[config.mk]
export PLATFORM = sky130hd
export DESIGN_NAME = seg_frame_decoder
export DESIGN_NICKNAME = d
export VERILOG_FILES = /design/src/rtl/seg_frame_decoder.sv
export SDC_FILE = /design/constraint.sdc
export NUM_CORES = 1
export LEC_CHECK = 0
export CORE_MARGIN = 1
export CORE_UTILIZATION = 55
export CTS_BUF_LIST = sky130_fd_sc_hd__clkbuf_16
export CTS_CLUSTER_SIZE = 24
export DETAILED_ROUTE_END_ITERATION = 8
export PLACE_DENSITY = 0.84
export RECOVER_POWER = 100
export REMOVE_ABC_BUFFERS = 1
export SYNTH_ARGS = -nofsm -noshare
export SYNTH_HDL_FRONTEND = slang
export SYNTH_SLANG_ARGS = --single-unit
[constraint.sdc]
create_clock -name clk -period 5.65 [get_ports clk]
set_input_delay 1.13 -clock clk [delete_from_list [all_inputs] [get_ports clk]]
set_output_delay 1.13 -clock clk [all_outputs]
set_load 0.1 [all_outputs]
[src/rtl/seg_frame_decoder.sv]
// Recovers the 8-digit frame shown on a multiplexed active-low 7-segment display
// by watching the scan lines (AN) and segment lines (led) until each digit settles.
module seg_frame_decoder #(
  parameter int SETTLE_CYCLES = 4,
  parameter int STALL_CYCLES  = 100000
) (
  input  logic        clk,
  input  logic        rst,
  input  logic [7:0]  AN,
  input  logic [6:0]  led,
  output logic [39:0] frame,
  output logic        frame_valid,
  output logic        frame_changed,
  output logic        bad_an,
  output logic        scan_stall
);

  localparam int SW = $clog2(SETTLE_CYCLES + 1);
  localparam int TW = $clog2(STALL_CYCLES + 1);
  localparam logic [SW-1:0] SETTLE_LAST = SW'(SETTLE_CYCLES - 1);
  localparam logic [TW-1:0] STALL_MAX   = TW'(STALL_CYCLES);
  localparam logic [4:0]    BLANK       = 5'd16;
  localparam bit            SETTLE_ONE  = (SETTLE_CYCLES <= 1);

  typedef enum logic [1:0] {
    ST_WAIT,
    ST_SETTLE,
    ST_HOLD
  } state_t;

  state_t          state_reg, state_next;
  logic [SW-1:0]   settle_cnt_reg, settle_cnt_next;
  logic [14:0]     prev_reg, prev_next;
  logic [7:0]      mask_reg, mask_next;
  logic [TW-1:0]   stall_cnt_reg, stall_cnt_next;
  logic            first_reg;
  logic [39:0]     frame_reg;
  logic            valid_reg;
  logic            changed_reg;
  logic            stall_reg;

  logic [39:0]     work_flat;
  logic [7:0]      an_sel;
  logic            an_onehot;
  logic [2:0]      pos;
  logic [4:0]      cap_code;
  logic [14:0]     sample;
  logic            capture;
  logic            mask_done;

  function automatic logic [4:0] decode_seg(input logic [6:0] pat);
    logic [4:0] code;
    case (pat)
      7'b1000000: code = 5'd0;
      7'b1111001: code = 5'd1;
      7'b0100100: code = 5'd2;
      7'b0110000: code = 5'd3;
      7'b0011001: code = 5'd4;
      7'b0010010: code = 5'd5;
      7'b0000010: code = 5'd6;
      7'b1111000: code = 5'd7;
      7'b0000000: code = 5'd8;
      7'b0010000: code = 5'd9;
      7'b0001000: code = 5'd10;
      7'b0000011: code = 5'd11;
      7'b1000110: code = 5'd12;
      7'b0100001: code = 5'd13;
      7'b0000110: code = 5'd14;
      7'b0001110: code = 5'd15;
      7'b1111111: code = 5'd16;
      7'b0111111: code = 5'd17;
      default:    code = 5'd31;
    endcase
    return code;
  endfunction

  // AN is active-low: a valid selection has exactly one bit set in ~AN.
  always_comb begin
    an_sel    = ~AN;
    an_onehot = (an_sel != 8'h00) && ((an_sel & (an_sel - 8'd1)) == 8'h00);
    pos       = 3'd0;
    for (int i = 0; i < 8; i++) begin
      if (an_sel[i]) pos = 3'(i);
    end
  end

  assign bad_an   = ~an_onehot;
  assign sample   = {AN, led};
  assign cap_code = decode_seg(led);

  always_comb begin
    state_next      = state_reg;
    settle_cnt_next = settle_cnt_reg;
    prev_next       = prev_reg;
    capture         = 1'b0;
    case (state_reg)
      ST_WAIT: begin
        if (an_onehot) begin
          state_next      = ST_SETTLE;
          settle_cnt_next = SW'(1);
          prev_next       = sample;
        end
      end
      ST_SETTLE: begin
        if (sample == prev_reg) begin
          if (settle_cnt_reg >= SETTLE_LAST) begin
            capture         = 1'b1;
            state_next      = ST_HOLD;
            settle_cnt_next = '0;
          end else begin
            settle_cnt_next = settle_cnt_reg + SW'(1);
          end
        end else if (an_onehot) begin
          settle_cnt_next = SW'(1);
          prev_next       = sample;
        end else begin
          state_next      = ST_WAIT;
          settle_cnt_next = '0;
        end
      end
      ST_HOLD: begin
        // Only a change of scan line releases HOLD; segment flicker is ignored.
        if (AN != prev_reg[14:7]) begin
          if (an_onehot) begin
            state_next      = ST_SETTLE;
            settle_cnt_next = SW'(1);
            prev_next       = sample;
          end else begin
            state_next      = ST_WAIT;
            settle_cnt_next = '0;
          end
        end
      end
      default: begin
        state_next      = ST_WAIT;
        settle_cnt_next = '0;
      end
    endcase
    // With a one-sample settle time the first valid sample is already stable.
    if (SETTLE_ONE && state_next == ST_SETTLE) begin
      capture         = 1'b1;
      state_next      = ST_HOLD;
      settle_cnt_next = '0;
    end
  end

  assign mask_done = (mask_reg == 8'hFF);

  always_comb begin
    stall_cnt_next = stall_cnt_reg;
    if (capture) begin
      stall_cnt_next = '0;
    end else if (stall_cnt_reg != STALL_MAX) begin
      stall_cnt_next = stall_cnt_reg + TW'(1);
    end
    mask_next = mask_done ? 8'h00 : mask_reg;
    if (capture) begin
      mask_next = mask_next | (8'h01 << pos);
    end else if (stall_cnt_next == STALL_MAX) begin
      mask_next = 8'h00;
    end
  end

  always_ff @(posedge clk or posedge rst) begin
    if (rst) begin
      state_reg      <= ST_WAIT;
      settle_cnt_reg <= '0;
      prev_reg       <= '0;
      mask_reg       <= 8'h00;
      stall_cnt_reg  <= '0;
      stall_reg      <= 1'b0;
    end else begin
      state_reg      <= state_next;
      settle_cnt_reg <= settle_cnt_next;
      prev_reg       <= prev_next;
      mask_reg       <= mask_next;
      stall_cnt_reg  <= stall_cnt_next;
      stall_reg      <= (stall_cnt_next == STALL_MAX);
    end
  end

  // One code register per display position forms the working buffer.
  generate
    for (genvar gi = 0; gi < 8; gi++) begin : g_pos
      logic [4:0] code_reg;
      always_ff @(posedge clk or posedge rst) begin
        if (rst) begin
          code_reg <= BLANK;
        end else if (capture && pos == 3'(gi)) begin
          code_reg <= cap_code;
        end
      end
      assign work_flat[5*gi +: 5] = code_reg;
    end
  endgenerate

  // first_reg forces frame_changed on the first frame even if it is all blank.
  always_ff @(posedge clk or posedge rst) begin
    if (rst) begin
      frame_reg   <= {8{BLANK}};
      valid_reg   <= 1'b0;
      changed_reg <= 1'b0;
      first_reg   <= 1'b1;
    end else begin
      valid_reg   <= mask_done;
      changed_reg <= mask_done && (first_reg || (work_flat != frame_reg));
      if (mask_done) begin
        frame_reg <= work_flat;
        first_reg <= 1'b0;
      end
    end
  end

  assign frame         = frame_reg;
  assign frame_valid   = valid_reg;
  assign frame_changed = changed_reg;
  assign scan_stall    = stall_reg;

endmodule

==> run summary <==
outcome -> complete, but fails checks
violated checks -> design-rule violations, max-capacitance violations, max-slew violations
Data arrival, critical path -> 4.97 ns
clock-pin slew on the worst setup and hold paths -> 0.06 ns
row count -> 39
number of hold violations in the final report -> 0
top post-synthesis cells by count -> 112 x sky130_fd_sc_hd__dfrtp_1, 95 x sky130_fd_sc_hd__mux2_2, 39 x sky130_fd_sc_hd__xnor2_1, 31 x sky130_fd_sc_hd__xor2_1
post-synthesis to final-layout area growth -> 19.2%
setup_tns -> 0 ns
power density over the cells -> 289 mW/mm2
DR pass1 iterations -> 7
Post-Syn Area -> 0.00658 mm2
Num CTS Buffers -> 17
Starting Density -> 57.1%
worst min path class -> register to register
most frequent cell after synthesis -> sky130_fd_sc_hd__dfrtp_1
kind of start point of the critical path -> primary input
Die H -> 111 um
maximum fanout along the worst path -> 14
weighted congestion at the end of routability-driven global placement -> 0.867
Detail Placement HPWL -> 9.82 mm
Diodes inserted -> 0
CP Data Required Time -> 5.87 ns
overall die area -> 0.0124 mm2
total number of vias -> 4760
Multi-input gate area -> 0.00315 mm2
wire length of the first global-routing pass -> 24.0 mm
number of distinct library cells after synthesis -> 62
actual transition at the worst max-transition pin -> 2.60 ns
Yosys top cell area share -> 42.6%
hold buffer count at CTS -> 0
per-cell routed wire length -> 18.8 um
number of design rule violations left after detail routing -> 5
sequential-to-total area share from yosys stat -> 49.4%
number of max-cap violations -> 4
global router's overall resource usage -> 24.9%
leakage dissipation -> 0.00361 uW
Final Hold Slack -> 0.504 ns
clock latency at the later pin of the worst-skew pair -> 0.42 ns
First DRT Iteration DRCs -> 284
final setup vio count -> 0
number of nets with antenna violations after routing -> 0
area inside the core boundary -> 0.0115 mm2
via density per instance -> 6.12
post-synthesis instance total -> 565
fill count -> 838
leading post-synthesis cells by cell area -> sky130_fd_sc_hd__dfrtp_1 43%, sky130_fd_sc_hd__mux2_2 16%, sky130_fd_sc_hd__dfstp_2 6.8%
final wirelength -> 14.6 mm
Final period util -> 84.1%
class of the most critical setup path -> primary input to register
Main synth FF type -> sky130_fd_sc_hd__dfrtp_1
worst clock skew -> 0.00778 ns
RSZ-0062 raised after global routing -> no
Slew Viols, Final -> 170
via count of the first global-routing pass -> 4701
H-tree levels -> 4
clk sinks -> 129
fin crit period -> 4.75 ns
I/O pin count -> 61
Max-slew headroom -> -73.6%
pin count of the biggest net entering global routing -> 67
number of enable-type register cells in the synthesized netlist -> 0
number of post-CTS setup repair buffers -> 0
final net count -> 643
post-synthesis area per instance -> 11.6 um2
TritonCTS clock tree -> yes
kind of end point of the critical path -> register
number of resized instances in the post-cts repair step -> 0
antenna violations before repair -> 0
Max IR drop VDD -> 0.244 mV
proportion of synthesized flip-flops having asynchronous set or reset -> 100%
width of the chip -> 111 um
register bit total from synthesis -> 129
cell taking the most area after synthesis -> sky130_fd_sc_hd__dfrtp_1
share of final-layout standard cells stronger than drive strength 1 -> 24.4%
Fmax -> 210 MHz
gr ovfl total -> 0
maximum buffer depth of the clock tree -> 2
number of I/O port buffers -> 60
master cell of the clock root buffer -> sky130_fd_sc_hd__clkbuf_16
sequential cell area in the final layout -> 0.00325 mm2
count of synthesis-stage warnings from yosys -> 0
==> power breakdown <==
| part | total [uW] | switching (uW) | internal (uW) | leakage, uW |
|---|---|---|---|---|
| clock network | 1080 | 426 | 653 | 0.000276 |
| logic | 179 | 100 | 78.7 | 0.00168 |
| registers | 1010 | 42.6 | 967 | 0.00165 |
| total | 2270 | 569 | 1700 | 0.00361 |
==> area by class of cell <==
type	instances	area share, %
clock buffers	17	5.43
clock inverters	15	2.03
inverters	13	0.639
multi-input cells	394	40.1
flip-flops and latches	129	41.5
well taps	143	2.28
repair buffers	67	8.03
==> cells in the final DEF (no fill, tap or decap), drive strengths merged, types with 17 or more instances in the layout <==
cell type,instances
nor2,28
dfrtp,112
mux2,95
nand4,23
dlygate4sd3,45
nand2,28
dfstp,17
clkbuf,23
xor2,31
xnor2,39
==> worst paths after layout <==
path                                   start                   end  depth (start not counted)  slack [ns]
worst max-delay path                   AN[4]      stall_cnt_reg[8]                          6        0.90
worst min-delay path               first_reg             first_reg                          1        0.50
worst max register to register  prev_reg[11]      stall_cnt_reg[8]                          5        2.05
worst min register to register     first_reg             first_reg                          1        0.50
max in group asynchronous                rst  g_pos[4].code_reg[0]                          3        1.85
min in group asynchronous                rst           mask_reg[4]                          2        1.59
==> cell families (layout without fill, tap and decap cells) <==
group                    Yosys count  after routing  share of synthesized area [%]
adder cells (fa/ha/maj)            4              4                          0.761
multiplexers                      99             99                           16.9
flip-flops                       129            129                           49.4
buffers and inverters             42            112                           2.53
AND/OR/NAND/NOR                  151            151                           13.6
AO/OA/AOI/OAI                     70             70                           7.55
XOR/XNOR                          70             70                           9.32
==> metrics by stage <==
step                      instance area [um2]  instances  util, %  total power (uW)  setup WS (ns)
after floorplan                          6460        536        -              1150           1.11
after global routing                     7840        778     68.1              2350          0.725
final                                    7840        778     68.1              2270          0.899
after CTS                                7890        778     68.5              2290           1.55
after detailed placement                 7300        746     63.4              1210           1.14
after global placement                   7300        746     63.4              1200           1.18
==> routing by layer <==
metal  share of wire (%)  up-vias  global-route usage, %
li1                    -     2162                      -
met1                  43     2404                   31.3
met2                  50      157                   41.0
met3                 4.3       37                   6.10
met4                 2.4        0                   11.5
met5                   0        -                      0
==> worst max-delay path, cell delays in order <==
cell and delay, ns:
sky130_fd_sc_hd__dlygate4sd3_1 0.87, sky130_fd_sc_hd__xor2_1 0.14, sky130_fd_sc_hd__nor4_1 0.70, sky130_fd_sc_hd__nand4_1 0.47, sky130_fd_sc_hd__nor3_1 1.49, sky130_fd_sc_hd__nor2_1 0.16
(Power assumes the default switching activity.)
